### src/rtl/riscv_opcodes_pkg.sv
// Shared register-file types and write-back constants.
package riscv_opcodes_pkg;

    typedef logic [4:0] rsd_t;

    typedef enum logic [1:0] {
        WB_NONE = 2'd0,
        WB_EX   = 2'd1,
        WB_LD   = 2'd2
    } wb_src_e;

    localparam int LD_MAX_DEF = 2;

endpackage

### src/rtl/rf_wb_fifo.sv
// Load-return buffer: {rd, data} entries, head visible combinationally.
module rf_wb_fifo
    import riscv_opcodes_pkg::*;
#(
    parameter int DEPTH = LD_MAX_DEF
) (
    input  logic                     clk,
    input  logic                     rst_n,
    input  logic                     i_push,
    input  rsd_t                     i_push_rd,
    input  logic [31:0]              i_push_d,
    input  logic                     i_pop,
    output rsd_t                     o_head_rd,
    output logic [31:0]              o_head_d,
    output logic                     o_full,
    output logic                     o_empty,
    output logic [$clog2(DEPTH):0]   o_count
);
    localparam int PW = $clog2(DEPTH);
    localparam int CW = PW + 1;

    rsd_t          r_rd_mem [DEPTH];
    logic [31:0]   r_d_mem  [DEPTH];
    logic [PW-1:0] r_wr_ptr;
    logic [PW-1:0] r_rd_ptr;
    logic [CW-1:0] r_count;
    logic          w_push_ok;
    logic          w_pop_ok;

    // A push into a full buffer is dropped; a pop of an empty one is ignored.
    assign w_push_ok = i_push & ~o_full;
    assign w_pop_ok  = i_pop & ~o_empty;

    always_ff @(posedge clk) begin
        if (w_push_ok) begin
            r_rd_mem[r_wr_ptr] <= i_push_rd;
            r_d_mem[r_wr_ptr]  <= i_push_d;
        end
    end

    always_ff @(posedge clk) begin
        if (!rst_n) begin
            r_wr_ptr <= '0;
            r_rd_ptr <= '0;
            r_count  <= '0;
        end else begin
            if (w_push_ok) r_wr_ptr <= r_wr_ptr + PW'(1);
            if (w_pop_ok)  r_rd_ptr <= r_rd_ptr + PW'(1);
            case ({w_push_ok, w_pop_ok})
                2'b10:   r_count <= r_count + CW'(1);
                2'b01:   r_count <= r_count - CW'(1);
                default: r_count <= r_count;
            endcase
        end
    end

    assign o_head_rd = r_rd_mem[r_rd_ptr];
    assign o_head_d  = r_d_mem[r_rd_ptr];
    assign o_full    = (r_count == CW'(DEPTH));
    assign o_empty   = (r_count == '0);
    assign o_count   = r_count;

endmodule

### src/rtl/rf_wb_arbiter.sv
// Register-file write-port controller: EX/load arbitration, load buffer,
// and pending-load scoreboard that stalls ID on hazards.
module rf_wb_arbiter
    import riscv_opcodes_pkg::*;
#(
    parameter int LD_MAX = LD_MAX_DEF
) (
    input  logic        clk,
    input  logic        rst_n,
    input  logic        ex_we_i,
    input  rsd_t        ex_dst_i,
    input  logic [31:0] ex_d_i,
    output logic        ex_wb_stall_o,
    input  logic        ld_issue_i,
    input  rsd_t        ld_rd_i,
    input  logic        ld_ack_i,
    input  rsd_t        ld_ack_rd_i,
    input  logic [31:0] ld_ack_d_i,
    output logic        ld_ready_o,
    input  rsd_t        id_rs1_i,
    input  rsd_t        id_rs2_i,
    input  rsd_t        id_rd_i,
    output logic        id_hazard_o,
    output logic        ld_full_o,
    output rsd_t        rf_dst_o,
    output logic [31:0] rf_dst_d_o,
    output logic        rf_we_o
);
    localparam int CW = $clog2(LD_MAX) + 1;

    logic          w_push;
    logic          w_pop;
    logic          w_fifo_full;
    logic          w_fifo_empty;
    logic [CW-1:0] w_fifo_cnt;
    rsd_t          w_head_rd;
    logic [31:0]   w_head_d;
    logic          w_ld_pri;
    wb_src_e       w_src;
    logic [31:0]   w_pending_nxt;
    logic [CW-1:0] w_cnt_nxt;
    logic [31:0]   r_pending;
    logic [CW-1:0] r_cnt;

    assign ld_ready_o = ~w_fifo_full;
    assign w_push     = ld_ack_i & ld_ready_o;

    rf_wb_fifo #(.DEPTH(LD_MAX)) u_fifo (
        .clk       (clk),
        .rst_n     (rst_n),
        .i_push    (w_push),
        .i_push_rd (ld_ack_rd_i),
        .i_push_d  (ld_ack_d_i),
        .i_pop     (w_pop),
        .o_head_rd (w_head_rd),
        .o_head_d  (w_head_d),
        .o_full    (w_fifo_full),
        .o_empty   (w_fifo_empty),
        .o_count   (w_fifo_cnt)
    );

    // A full buffer flips priority to loads so returns can never be lost.
    assign w_ld_pri = (w_fifo_cnt == CW'(LD_MAX));

    // No grant while reset is asserted, so buffered loads are discarded unwritten.
    always_comb begin
        w_src = WB_NONE;
        if (rst_n) begin
            if (w_ld_pri)           w_src = WB_LD;
            else if (ex_we_i)       w_src = WB_EX;
            else if (!w_fifo_empty) w_src = WB_LD;
        end
    end

    always_comb begin
        rf_dst_o   = '0;
        rf_dst_d_o = '0;
        case (w_src)
            WB_EX: begin
                rf_dst_o   = ex_dst_i;
                rf_dst_d_o = ex_d_i;
            end
            WB_LD: begin
                rf_dst_o   = w_head_rd;
                rf_dst_d_o = w_head_d;
            end
            default: ;
        endcase
    end

    assign w_pop         = (w_src == WB_LD);
    assign rf_we_o       = (w_src != WB_NONE) && (rf_dst_o != '0);
    assign ex_wb_stall_o = rst_n & w_ld_pri & ex_we_i;

    // Set is applied after clear so an issue to the same register wins.
    always_comb begin
        w_pending_nxt = r_pending;
        if (w_pop) w_pending_nxt[w_head_rd] = 1'b0;
        if (ld_issue_i && (ld_rd_i != '0)) w_pending_nxt[ld_rd_i] = 1'b1;
    end

    always_comb begin
        case ({ld_issue_i, w_pop})
            2'b10:   w_cnt_nxt = r_cnt + CW'(1);
            2'b01:   w_cnt_nxt = r_cnt - CW'(1);
            default: w_cnt_nxt = r_cnt;
        endcase
    end

    always_ff @(posedge clk) begin
        if (!rst_n) begin
            r_pending <= '0;
            r_cnt     <= '0;
        end else begin
            r_pending <= w_pending_nxt;
            r_cnt     <= w_cnt_nxt;
        end
    end

    assign ld_full_o   = (r_cnt == CW'(LD_MAX));
    assign id_hazard_o = r_pending[id_rs1_i] | r_pending[id_rs2_i] |
                         r_pending[id_rd_i] | (ld_full_o & ld_issue_i);

    a_no_ack_when_full: assert property (
        @(posedge clk) disable iff (!rst_n) !(ld_ack_i && !ld_ready_o));

endmodule

### config.mk
export PLATFORM = sky130hd
export DESIGN_NAME = rf_wb_arbiter
export DESIGN_NICKNAME = d
export VERILOG_FILES = /design/src/rtl/riscv_opcodes_pkg.sv /design/src/rtl/rf_wb_fifo.sv /design/src/rtl/rf_wb_arbiter.sv
export SDC_FILE = /design/constraint.sdc
export NUM_CORES = 1
export LEC_CHECK = 0
export CAP_MARGIN = 20
export CORE_ASPECT_RATIO = 1.5
export CORE_MARGIN = 2
export CORE_UTILIZATION = 35
export CTS_CLUSTER_SIZE = 8
export DETAILED_ROUTE_END_ITERATION = 8
export GPL_TIMING_DRIVEN = 0
export PLACE_DENSITY_LB_ADDON = 0.1
export SYNTH_ARGS = -nofsm -noshare
export SYNTH_HDL_FRONTEND = slang
export SYNTH_HIERARCHICAL = 1
export SYNTH_SLANG_ARGS = --single-unit
### constraint.sdc
create_clock -name clk -period 2.95 [get_ports clk]
set_input_delay 0.59 -clock clk [delete_from_list [all_inputs] [get_ports clk]]
set_output_delay 0.59 -clock clk [all_outputs]
set_load 0.01 [all_outputs]
# After elaboration in Yosys (flattened, before gate mapping)
# Memory sizes are Yosys's and may differ from the RTL's. A register that Yosys moved wholly into a read port is not among the register bits.
# Cells that the tools add are included.
# word_totals
in_bits,99
wordCells,78
regBits,38
ramBits,74
n_memories,2
out_inout_bits,42
# classes
reduce_logical,10
n_mux,26
n_bitwise,14
n_addsub,6
n_eq_ne,8
magnitude_cmp,7
# memory_table
memory,depth,word_bits,rd,rd_ports_with_merged_regs,write_ports,line,rtl
u_fifo.r_d_mem,2,32,1,1,1,rf_wb_fifo.sv:23,logic [31:0] r_d_mem [DEPTH];
u_fifo.r_rd_mem,2,5,1,1,1,rf_wb_fifo.sv:22,rsd_t r_rd_mem [DEPTH];
# ops
op,n
$mux W32,2
$pmux W32 S2,1
$and A32 B32 Y32,1
$not A32 Y32,1
$or A32 B32 Y32,1
$lt A5 B6 Y1 const B,5
$bmux W1 S5,3
$mux W1,11
$demux W1 S5,2
$eq A2 B2 Y1 const B,5
$ge A5 B1 Y1 const B,2
$pmux W5 S2,1
$reduce_bool A5 Y1,2
$mux W2,4
$pmux W2 S2,2
$and A1 B1 Y1,6
$eq A2 B1 Y1 const B,3
$reduce_bool A2 Y1,3
$add A2 B1 Y2 const B,2
$logic_and A1 B1 Y1,4
$sub A2 B1 Y2 const B,2
$or A1 B1 Y1,3
$add A1 B1 Y1 const B,2
$logic_not A2 Y1,1
$not A1 Y1,2

# Longest topological paths before layout
# logic_depth
word_depth,9
mapped_depth,10
mapped_depth_nobuf,10

# Cells and area by module
# The synthesis kept the hierarchy.
# modules_own_cells
module,instances,cells_per_inst,seq_area_each_um2,area_per_inst_um2
rf_wb_arbiter,1,360,680.7,2910.3
rf_wb_fifo,1,141,2322.2,2895.3

# Least setup slack after synthesis
# No wires, ideal clock.
# synth_timing
path_type,input -> output
from,in id_rd_i[0]
to,out id_hazard_o
path_slack_ns,-0.116
stages,6
n_path_buf,1
t_arrival_ns,2.476
required_ns,2.360
path_cell_list,clkbuf_1 > mux4_2 > or3b_1 > o31ai_1 > a211oi_1 > or4_1
# synth_via
elab_chain_cells,4
# synth_lines
element,line,rtl
start: declaration,rf_wb_arbiter.sv:22,"input rsd_t id_rd_i,"
$bmux W1 S5,rf_wb_arbiter.sv:122,r_pending[id_rd_i] | (ld_full_o & ld_issue_i);
$mux W1 (not written as such),rf_wb_arbiter.sv:122,
$or A1 B1 Y1,rf_wb_arbiter.sv:121,assign id_hazard_o = r_pending[id_rs1_i] | r_pending[id_rs2_i] |
$or A1 B1 Y1,rf_wb_arbiter.sv:122,
end: declaration,rf_wb_arbiter.sv:23,"output logic id_hazard_o,"
# Every way passes these cells. The select of a mux whose other input is x is not followed.

# Worst setup path after layout
# layout_timing
from,reg r_pending[11]
to,out id_hazard_o
# layout_via
elab_chain_cells,5
word_cells_on_any_way,9
cone_classes,mux: 6; bitwise: 3
# layout_lines
element,line,rtl
start: declaration,rf_wb_arbiter.sv:42,logic [31:0] r_pending;
start signal: assignment,rf_wb_arbiter.sv:115,r_pending <= w_pending_nxt;
$bmux W1 S5,rf_wb_arbiter.sv:121,
$mux W1 (not written as such),rf_wb_arbiter.sv:121,
$or A1 B1 Y1,rf_wb_arbiter.sv:121,
$or A1 B1 Y1 (*),rf_wb_arbiter.sv:121,
$or A1 B1 Y1 (*),rf_wb_arbiter.sv:122,
# Mark *: on every way between the ends. The rest lies on a longest branch, timed or not. The select of a mux whose other input is x is not followed.

==> run_results.csv <==
group,metric,value,unit
synth,ys_top_cells_by_area,"edfxtp_1 38%, dfxtp_1 13%, mux2_2 7.6%",
clocking,clk_path_buf_depth,2,
drt,routed_wl,16600,um
place,hpwl,12000,um
critical_path,path_max_fanout,4,
finish,antenna_cells,0,
global_routing,grt_pass1_vias,4901,
synth,async_flop_share,0,
sta,fin_skew,0.00709,ns
finish,layout_commonest_cell,"clkdlybuf4s50_1",
global_routing,grtUsageTotal,0.192,
floorplanning,ios,141,
drt,drc,0,
sta,hold_violations,0,
synth,syn_nets,605,
floorplanning,fp.dieH,162,um
drt,wire_per_inst,18.6,um
global_routing,grt_max_degree,38,
floorplanning,die_area,0.0177,sq mm
critical_path,cp.required,2.36,ns
sta,max_freq,342,MHz
clocking,cts_made_buffers,17,
sta,max_slew.worst_pin.slew,1.06,ns
sta,whs,0.488,ns
sta,setup_viol,0,
global_routing,antenna_found_initial,0,
drt,viasPerCell,5.22,
clocking,insertion_delay,0.40,ns
critical_path,worst_setup_path_end_kind,"output port",
place,gp_congestion,0.803,
sta,fin_ws,0.0241,ns
place,pre_cts_ws,-1.92,ns
finish,final_cell_mix,"91 x clkdlybuf4s50_1, 74 x edfxtp_1, 44 x nor2_1, 41 x nand2_1, 36 x mux2_2",
status,status,"finished clean",
synth,yosys_most_used_dff,"edfxtp_1",
sta,period_minus_slack,2.93,ns
place,placed_cell_area,0.00741,sq mm
synth,synth_seq_cells,113,
clocking,cts.sinks,113,
global_routing,grt_overflow_total,0,
power_and_ir_drop,max-vdd-ir-drop,0.000410,V
synth,syn_area,0.00581,sq mm
worst_hold_path,hold_path.class,"in2reg",
sta,slew_headroom,0.286,
clocking,root_buffer,"clkbuf_16",
clocking,clk_pin_slew,0.06,ns
critical_path,crit_type,"reg2out",
clocking,cts_tree,"yes",
drt,postRouteAntennaNets,0,
synth,synth_top_area_share,0.383,
synth,synth_edf_count,74,
floorplanning,start_util,0.359,
critical_path,worst_setup_path_start_kind,"register",
finish,drive_gt1_frac,0.285,
sta,rsz0062_at_grt,"yes",
synth,ys_types,48,
flow_run,maxCapViolations,0,
floorplanning,std_cell_rows,57,
finish,utilization,0.522,
drt,num_vias,4652,
clocking,h-tree-depth,4,
synth,synth_top_cell_by_area,"edfxtp_1",
floorplanning,die_w,109,um
critical_path,arrival,2.34,ns
global_routing,grt_pass1_wl,25300,um
finish,layout.nets,776,
finish,final_cell_area,0.00845,sq mm
finish,syn2layout_area_growth,45.6,%
sta,drv_slew,0,
synth,postSynthCellCount,501,
power_and_ir_drop,power.leakage,0.00307,uW
drt,first_iter_violations,239,
power_and_ir_drop,p_per_area,611,mW/mm^2
sta,layout_worst_path_cycle_share,0.992,
drt,drtPass1Iterations,4,
synth,yosys_warnings,6,
floorplanning,coreArea,0.0162,sq mm
place,numPortBuffers,132,
synth,ys_seq_area_frac,0.517,
synth,syn_area_per_cell,11.6,sq um
==> worst max-delay path: stages, from the launching register on <==
cell and delay (ns):
dfxtp_2 0.33, mux4_2 0.46, or3b_1 0.38, o31ai_2 0.08, a211oi_2 0.07, or4_1 0.46
buf_2 0.15
==> registers in the layout, summed over array words and instances, names as in the netlist, named ones only <==
signal and flops:
r_cnt 2, u_fifo/r_d_mem 64, u_fifo/o_count 2, u_fifo/r_rd_ptr 1, u_fifo/r_rd_mem 10, r_pending 32, u_fifo/r_wr_ptr 1
==> per-stage QoR <==
stage          total power, uW  std cells  setup TNS (ns)
4_1_cts                   5160        888               0
5_1_grt                   5400        891         -0.0530
3_3_place_gp              3100        839         -120.19
2_1_floorplan             2630        501         -0.0382
3_5_place_dp              3120        840         -100.56
6_report                  5170        891               0
==> per-layer routing <==
| metal | GRT usage | wire length, um | vias up |
|---|---|---|---|
| met3 | 0.0570 | 1010 | 27 |
| li1 | - | - | 2239 |
| met5 | 0 | 0 | - |
| met2 | 0.352 | 9000 | 158 |
| met4 | 0.0740 | 381 | 0 |
| met1 | 0.201 | 6220 | 2228 |
==> final timing paths <==
| path | start | cells after the start | slack (ns) | endpoint |
|---|---|---|---|---|
| max reg2reg | u_fifo/o_count[0] | 6 | 0.68 | u_fifo/r_rd_mem[0][3] |
| max | r_pending[11] | 6 | 0.02 | id_hazard_o |
| min reg2reg | u_fifo/r_wr_ptr | 2 | 0.49 | u_fifo/r_wr_ptr |
| min | rst_n | 2 | 0.49 | u_fifo/r_rd_ptr |
==> cell type report <==
class	count	area [sq um]
Buffer	30	303
Clock buffer	17	425
Clock inverter	15	144
Fill cell	1469	7740
Inverter	10	37.5
Multi-Input combinational cell	344	2790
Sequential cell	113	3030
Tap cell	206	258
Timing Repair Buffer	156	1470
==> Yosys cell counts, types with 2 or more instances <==
master and instances:
a21boi_0 26, a21boi_1 8, a21oi_1 2, a22oi_1 40, and2_1 2, and3_1 4, buf_1 8, buf_2 5
buf_6 2, clkbuf_1 19, dfxtp_1 39, edfxtp_1 74, ha_1 5, inv_1 9, mux2_2 39, mux2i_1 16
mux4_1 5, mux4_2 12, nand2_1 41, nand3_1 5, nand3b_1 7, nor2_1 48, nor2b_1 9, nor3_1 4
nor3b_1 3, o2111ai_1 3, o211ai_1 2, o21ai_0 34, or3_1 5, or3b_1 3, xnor2_1 5
==> cells by family (layout without fill, tap and decap cells) <==
family / Yosys count / count (layout) / synth area share
compound gates: 125 / 125 / 0.148
fa+ha+maj: 5 / 5 / 0.0108
buf+inv: 44 / 228 / 0.0321
simple gates: 137 / 137 / 0.112
flops: 113 / 113 / 0.517
xor+xnor: 5 / 5 / 0.00754
mux: 72 / 72 / 0.172
==> where the power goes <==
group / internal (uW) / switching, uW
Combinational: 601 / 648
Clock: 1230 / 719
Sequential: 1900 / 61.8
Total: 3740 / 1430
==> repair_timing <==
item | CTS | global route
pin swaps | 12 | 2
hold buffers | 0 | 0
resized for setup | 136 | 47
setup endpoints to repair | 74 | 37
gates cloned | 0 | 0
setup buffers | 20 | 3
Note: power is estimated with default switching activity, not from simulation.
